## src/rtl/ping_pong_monitor_if.sv

```systemverilog
// Observation and result bundle between a ping-pong counter probe and its sequence monitor.
interface ping_pong_monitor_if #(
  parameter int W  = 4,
  parameter int CW = 8
);
  logic          valid;
  logic [W-1:0]  sample;
  logic          dir_in;
  logic [W-1:0]  max;
  logic [W-1:0]  min;
  logic          resync;
  logic          locked;
  logic          err;
  logic          err_sticky;
  logic [W-1:0]  expected;
  logic [CW-1:0] bounce_cnt;
  logic [CW-1:0] flip_cnt;

  modport master (
    output valid, sample, dir_in, max, min, resync,
    input  locked, err, err_sticky, expected, bounce_cnt, flip_cnt
  );

  modport slave (
    input  valid, sample, dir_in, max, min, resync,
    output locked, err, err_sticky, expected, bounce_cnt, flip_cnt
  );
endinterface

```

## src/rtl/ping_pong_monitor.sv

```systemverilog
// Sequence checker for a ping-pong counter: tracks (value, direction) and flags illegal steps.
// Define PPM_FLIP_COUNT_EN to keep a live mid-range flip counter; otherwise flip_cnt reads 0.
module ping_pong_monitor #(
  parameter int W  = 4,
  parameter int CW = 8
) (
  input logic                 clk,
  input logic                 rst,
  ping_pong_monitor_if.slave  mon
);
  typedef enum logic [1:0] {IDLE, TRACK, ERROR} state_t;

  localparam logic [CW-1:0] CNT_MAX = '1;

  state_t        state_reg, state_next;
  logic [W-1:0]  prev_val_reg, prev_val_next;
  logic          prev_dir_reg, prev_dir_next;
  logic          err_reg, err_next;
  logic          err_sticky_reg, err_sticky_next;
  logic [CW-1:0] bounce_reg, bounce_next;

  logic [W:0] p_ext, p_inc, p_dec, s_ext;
  logic       bounds_ok, p_in, s_in, mid, is_hold, match_inc, match_dec;
  logic       legal, is_bounce;
`ifdef PPM_FLIP_COUNT_EN
  logic          is_flip;
  logic [CW-1:0] flip_reg, flip_next;
`endif

  // One extra bit keeps p+1 at the top and p-1 at zero from aliasing onto legal values.
  assign p_ext     = {1'b0, prev_val_reg};
  assign s_ext     = {1'b0, mon.sample};
  assign p_inc     = p_ext + {{W{1'b0}}, 1'b1};
  assign p_dec     = p_ext - {{W{1'b0}}, 1'b1};
  assign bounds_ok = mon.max > mon.min;
  assign p_in      = (prev_val_reg >= mon.min) && (prev_val_reg <= mon.max);
  assign s_in      = (mon.sample >= mon.min) && (mon.sample <= mon.max);
  assign mid       = (prev_val_reg > mon.min) && (prev_val_reg < mon.max);
  assign is_hold   = (mon.sample == prev_val_reg) && (mon.dir_in == prev_dir_reg);
  assign match_inc = (s_ext == p_inc) && mon.dir_in;
  assign match_dec = (s_ext == p_dec) && !mon.dir_in;

  always_comb begin
    legal     = 1'b0;
    is_bounce = 1'b0;
`ifdef PPM_FLIP_COUNT_EN
    is_flip   = 1'b0;
`endif
    if (!bounds_ok || !p_in) begin
      legal = is_hold;
    end else if (is_hold) begin
      legal = 1'b1;
    end else if ((prev_val_reg == mon.max) && prev_dir_reg) begin
      legal     = match_dec;
      is_bounce = match_dec;
    end else if ((prev_val_reg == mon.min) && !prev_dir_reg) begin
      legal     = match_inc;
      is_bounce = match_inc;
    end else if (prev_dir_reg ? match_inc : match_dec) begin
      legal = 1'b1;
    end else if (mid) begin
      legal = prev_dir_reg ? match_dec : match_inc;
`ifdef PPM_FLIP_COUNT_EN
      is_flip = legal;
`endif
    end
  end

  always_comb begin
    state_next      = state_reg;
    prev_val_next   = prev_val_reg;
    prev_dir_next   = prev_dir_reg;
    err_next        = 1'b0;
    err_sticky_next = err_sticky_reg;
    bounce_next     = bounce_reg;
`ifdef PPM_FLIP_COUNT_EN
    flip_next       = flip_reg;
`endif
    case (state_reg)
      IDLE: begin
        if (mon.valid && bounds_ok && s_in) begin
          prev_val_next = mon.sample;
          prev_dir_next = mon.dir_in;
          state_next    = TRACK;
        end
      end
      TRACK: begin
        if (mon.resync) begin
          state_next = IDLE;
        end else if (mon.valid) begin
          if (legal) begin
            prev_val_next = mon.sample;
            prev_dir_next = mon.dir_in;
            if (is_bounce && (bounce_reg != CNT_MAX)) bounce_next = bounce_reg + 1'b1;
`ifdef PPM_FLIP_COUNT_EN
            if (is_flip && (flip_reg != CNT_MAX)) flip_next = flip_reg + 1'b1;
`endif
          end else begin
            err_next        = 1'b1;
            err_sticky_next = 1'b1;
            state_next      = ERROR;
          end
        end
      end
      ERROR: begin
        if (mon.resync) state_next = IDLE;
      end
      default: state_next = IDLE;
    endcase
  end

  always_ff @(posedge clk) begin
    if (rst) begin
      state_reg      <= IDLE;
      prev_val_reg   <= '0;
      prev_dir_reg   <= 1'b0;
      err_reg        <= 1'b0;
      err_sticky_reg <= 1'b0;
      bounce_reg     <= '0;
    end else begin
      state_reg      <= state_next;
      prev_val_reg   <= prev_val_next;
      prev_dir_reg   <= prev_dir_next;
      err_reg        <= err_next;
      err_sticky_reg <= err_sticky_next;
      bounce_reg     <= bounce_next;
    end
  end

`ifdef PPM_FLIP_COUNT_EN
  always_ff @(posedge clk) begin
    if (rst) flip_reg <= '0;
    else     flip_reg <= flip_next;
  end
  assign mon.flip_cnt = flip_reg;
`else
  assign mon.flip_cnt = '0;
`endif

  assign mon.locked     = (state_reg == TRACK);
  assign mon.err        = err_reg;
  assign mon.err_sticky = err_sticky_reg;
  assign mon.expected   = prev_val_reg;
  assign mon.bounce_cnt = bounce_reg;
endmodule

```

## src/flat_wrapper.sv

```systemverilog
// flat-port wrapper written by rule: the top's interface ports become plain ports
module ping_pong_monitor_flat 
#(
  parameter int W  = 4,
  parameter int CW = 8
)
  (clk, rst, mon_valid, mon_sample, mon_dir_in, mon_max, mon_min, mon_resync, mon_locked, mon_err, mon_err_sticky, mon_expected, mon_bounce_cnt, mon_flip_cnt);
  ping_pong_monitor_if #(.W(W), .CW(CW)) mon_i ();
  input logic clk;
  input logic rst;
  input wire logic [$bits(mon_i.valid)-1:0] mon_valid;
  input wire logic [$bits(mon_i.sample)-1:0] mon_sample;
  input wire logic [$bits(mon_i.dir_in)-1:0] mon_dir_in;
  input wire logic [$bits(mon_i.max)-1:0] mon_max;
  input wire logic [$bits(mon_i.min)-1:0] mon_min;
  input wire logic [$bits(mon_i.resync)-1:0] mon_resync;
  output wire logic [$bits(mon_i.locked)-1:0] mon_locked;
  output wire logic [$bits(mon_i.err)-1:0] mon_err;
  output wire logic [$bits(mon_i.err_sticky)-1:0] mon_err_sticky;
  output wire logic [$bits(mon_i.expected)-1:0] mon_expected;
  output wire logic [$bits(mon_i.bounce_cnt)-1:0] mon_bounce_cnt;
  output wire logic [$bits(mon_i.flip_cnt)-1:0] mon_flip_cnt;
  assign mon_i.valid = mon_valid;
  assign mon_i.sample = mon_sample;
  assign mon_i.dir_in = mon_dir_in;
  assign mon_i.max = mon_max;
  assign mon_i.min = mon_min;
  assign mon_i.resync = mon_resync;
  assign mon_locked = mon_i.locked;
  assign mon_err = mon_i.err;
  assign mon_err_sticky = mon_i.err_sticky;
  assign mon_expected = mon_i.expected;
  assign mon_bounce_cnt = mon_i.bounce_cnt;
  assign mon_flip_cnt = mon_i.flip_cnt;
  ping_pong_monitor #(.W(W), .CW(CW)) u_core (.clk(clk), .rst(rst), .mon(mon_i));
endmodule
```

## config.mk

```make
export PLATFORM = sky130hd
export DESIGN_NAME = ping_pong_monitor_flat
export DESIGN_NICKNAME = d
export VERILOG_FILES = /design/src/rtl/ping_pong_monitor_if.sv /design/src/rtl/ping_pong_monitor.sv /design/src/flat_wrapper.sv
export SDC_FILE = /design/constraint.sdc
export NUM_CORES = 1
export LEC_CHECK = 0
export CORE_UTILIZATION = 51
export CTS_BUF_LIST = sky130_fd_sc_hd__clkbuf_4 sky130_fd_sc_hd__clkbuf_8
export CTS_CLUSTER_SIZE = 28
export DETAILED_ROUTE_END_ITERATION = 10
export HOLD_SLACK_MARGIN = 0.03
export PLACE_DENSITY_LB_ADDON = 0.3
export SYNTH_ARGS = -nofsm -noshare
export SYNTH_HDL_FRONTEND = slang
export SYNTH_SLANG_ARGS = --single-unit
export TNS_END_PERCENT = 20
```

## constraint.sdc

```tcl
create_clock -name clk -period 3.2 [get_ports clk]
set_input_delay 0.64 -clock clk [delete_from_list [all_inputs] [get_ports clk]]
set_output_delay 0.64 -clock clk [all_outputs]
set_load 0.02 [all_outputs]
```

==> flow_summary.json, run 1 <==
{
  "status": "finished clean",
  "slew_violations": 0,
  "rows": 20,
  "combPwrFrac_pct": 28.7,
  "cts.sinks": 17,
  "remaining_drc_errors": 0,
  "grt_pass1_vias": 1271,
  "drive_gt1_share_pct": 9.44,
  "dieArea_sq_mm": 0.00339,
  "synthesis.area_sq_mm": 0.00161,
  "synthAdderAreaFrac_pct": 17.9,
  "synthArstFlopShare_pct": 0,
  "vias": 1449,
  "finalNetCount": 274,
  "power_density_mw_per_mm2": 237,
  "grt_first_pass_wirelength_microns": 5620,
  "crit_fanout": 3,
  "ant_nets": 0,
  "critPathKind": "primary input to flop",
  "cts_max_path_buffers": 2,
  "placed_area_sq_mm": 0.00200,
  "ys_seq_area_share_pct": 21.1,
  "synth_cell_types": 50,
  "synth_seq_cells": 17,
  "cp-end-kind": "flop",
  "largest_register_ffs": 8,
  "cts_buffers": 3,
  "ir_drop_uv": 163,
  "hold_path.class": "flop to flop",
  "post-cts-setup-buffers": 0,
  "synth_compound_area_share_pct": 12.7,
  "power_switching_mw": 0.145,
  "cts_tree": "built",
  "gr-total-overflow": 0,
  "synth_ff_type": "dfxtp_1",
  "cts_resized": 0,
  "synthSimpleGateAreaFrac_pct": 27.8,
  "htree_levels": 1,
  "design.core.area_sq_mm": 0.00303,
  "ioPinCount": 40,
  "grtUsageTotal_pct": 21.1,
  "fmax_ghz": 0.332,
  "wirelength_microns": 3260,
  "wire_per_inst_microns": 11.8,
  "antenna_found_initial": 0,
  "startpoint_type": "primary input",
  "skew_ns": 0.00804,
  "initialDrtViolationCount": 39,
  "cp.arrival_ns": 3.22,
  "avgSynthCellArea_sq_um": 8.39,
  "worstMarginPinSlew_ns": 0.594,
  "vias_per_cell": 5.23,
  "drv_cap": 0,
  "ys_warn_count": 0,
  "clk_latency_ns": 0.29,
  "path_cells": "clkdlybuf4s50_1 > inv_1 > ha_1 > and4b_1 > a211oi_1 > a21boi_0 > a311oi_1 > nor3_1 > or4_1 > o41ai_1",
  "synth_edf_count": 0,
  "clk_pin_slew_worst_paths_ns": 0.10,
  "antenna_cells": 0,
  "leakage_nw": 0.866,
  "hpwlAfterDp_microns": 2680,
  "finalCriticalPeriod_ns": 3.01,
  "p_sw_share_pct": 30.0,
  "finalCritPeriodShare_pct": 94.2,
  "power_frac_seq_pct": 45.5,
  "synth_top_family_by_area": "simple AND/OR/NAND/NOR gates",
  "die_y_microns": 58.2,
  "synth-xor-area-share_pct": 7.07,
  "grt_max_degree": 26,
  "hold_buffers": 0,
  "port_buffers": 31,
  "final_util_pct": 67.2,
  "final_area_sq_mm": 0.00203,
  "firstDrtPassIters": 4,
  "relSlewSlack_pct": 60.4,
  "die_x_microns": 58.2,
  "setup_violations": 0,
  "cp_data_required_time_ns": 3.40,
  "initial_core_util_pct": 53.2,
  "clkPwrFrac_pct": 25.8,
  "total_power_mw": 0.482,
  "max_stage_delay_ns": 0.45,
  "gp_congestion": 0.805,
  "hold_violations": 0,
  "syn_inst": 192,
  "rsz0062_at_grt": "no",
  "slowest_stage": "clkdlybuf4s50_1",
  "internal_power_mw": 0.337,
  "clockRootBuffer": "clkbuf_4",
  "syn_to_final_growth_pct": 26.3,
  "synthMuxAreaShare_pct": 4.51
}
[synth_stat cells (2+ instances only)]
| cell | instances | area share, % |
|---|---|---|
| ha_1 | 23 | 18 |
| nor2_1 | 12 | 2.8 |
| buf_4 | 8 | 3.7 |
| nor2b_1 | 5 | 1.9 |
| and3_1 | 3 | 1.2 |
| nor4_2 | 2 | 1.6 |
| a21o_1 | 2 | 0.93 |
| a211oi_1 | 2 | 0.93 |
| a21oi_1 | 6 | 1.9 |
| xnor2_1 | 9 | 4.9 |
| nor3b_1 | 2 | 0.93 |
| clkbuf_1 | 2 | 0.47 |
| nand4_1 | 6 | 2.3 |
| mux2i_1 | 5 | 3.1 |
| nand4b_1 | 2 | 1.1 |
| dfxtp_1 | 17 | 21 |
| or4_1 | 2 | 0.93 |
| nand2b_1 | 14 | 5.4 |
| xor2_1 | 4 | 2.2 |
| or2b_1 | 2 | 0.93 |
| nor4_1 | 3 | 1.2 |
| nand3_1 | 5 | 1.6 |
| inv_1 | 18 | 4.2 |
| o21ai_0 | 6 | 1.9 |
| nor3_1 | 4 | 1.2 |
| nand2_1 | 3 | 0.70 |
| a22oi_1 | 2 | 0.93 |
[layout by cell type, fill, tap and decap left out, drive strengths merged, types with 8 or more instances in the layout]
cell type	synthesis	layout
ha	23	23
nand2b	15	15
xnor2	9	9
conb	1	8
inv	18	18
dfxtp	17	17
nor2	13	13
buf	9	10
clkdlybuf4s50	0	31
[stage by stage]
step / std cells / worst slack [ns] / setup TNS [ns] / hold slack [ns]
after detailed placement: 273 / -0.0643 / -0.127 / 0.462
after floorplan: 199 / 0.626 / 0 / 0.438
after global placement: 273 / -0.0142 / -0.0517 / 0.464
after CTS: 277 / 0.232 / 0 / 0.477
final: 277 / 0.185 / 0 / 0.471
after global routing: 277 / 0.0968 / 0 / 0.513
[critical path: cells and delay by family]
kind	cells	cell delay (ns)
AOI/OAI and AO/OA	4	0.99
adders and majority gates	1	0.31
buffers and inverters	2	0.51
and+or+nand+nor	3	0.77
[path summary, 6_finish.rpt]
path                           from                    end  slack, ns  cells after the start
max                      mon_min[2]    u_core.state_reg[1]       0.19                     10
min           u_core.mon.err_sticky  u_core.mon.err_sticky       0.47                      2
max reg2reg  u_core.mon.expected[2]    u_core.state_reg[1]       0.45                      8
min reg2reg   u_core.mon.err_sticky  u_core.mon.err_sticky       0.47                      2
[final cells by class]
| type | instances | area (sq um) |
|---|---|---|
| multi-input combinational | 153 | 1160 |
| fill | 260 | 993 |
| timing repair buffer | 41 | 385 |
| sequential | 17 | 340 |
| inverter | 18 | 67.6 |
| tap | 44 | 55.1 |
| clock buffer | 4 | 30.0 |
[power groups by stage]
| stage | Sequential [mW] | Combinational (mW) | Clock (mW) |
|---|---|---|---|
| 6_report | 0.219 | 0.138 | 0.125 |
| 3_5_place_dp | 0.224 | 0.138 | 0 |
| 4_1_cts | 0.219 | 0.139 | 0.128 |
| 5_1_grt | 0.220 | 0.157 | 0.138 |
| 3_3_place_gp | 0.224 | 0.136 | 0 |
| 2_1_floorplan | 0.224 | 0.0907 | 0 |
[logic make-up (layout without fill, tap and decap cells)]
family / count (synthesis) / after routing
AOI/OAI and AO/OA: 30 / 30
DFF: 17 / 17
other: 1 / 8
buffers and inverters: 29 / 63
muxes: 7 / 7
xor gates and xnor gates: 13 / 13
adders and majority gates: 23 / 23
and+or+nand+nor: 72 / 72
[per-layer routing]
layer  vias to the layer above  wire length [microns]  GRT usage (%)
met2                        34                   1460           34.5
met3                         2                    132           4.02
met4                         0                      7           3.40
met1                       657                   1660           29.3
li1                        756                      -              -
met5                         -                      0              0
No activity file was read; power rests on OpenSTA's default activity.
==> run 2, diff against run 1 <==
--- a/config.mk
+++ b/config.mk
@@ -9,9 +9,8 @@
 export CTS_BUF_LIST = sky130_fd_sc_hd__clkbuf_4 sky130_fd_sc_hd__clkbuf_8
 export CTS_CLUSTER_SIZE = 28
 export DETAILED_ROUTE_END_ITERATION = 10
-export HOLD_SLACK_MARGIN = 0.03
 export PLACE_DENSITY_LB_ADDON = 0.3
 export SYNTH_ARGS = -nofsm -noshare
 export SYNTH_HDL_FRONTEND = slang
 export SYNTH_SLANG_ARGS = --single-unit
-export TNS_END_PERCENT = 20
+export TNS_END_PERCENT = 30
==> results of run 2 <==
Final layout, timing and power as in run 1 (identical DEF).
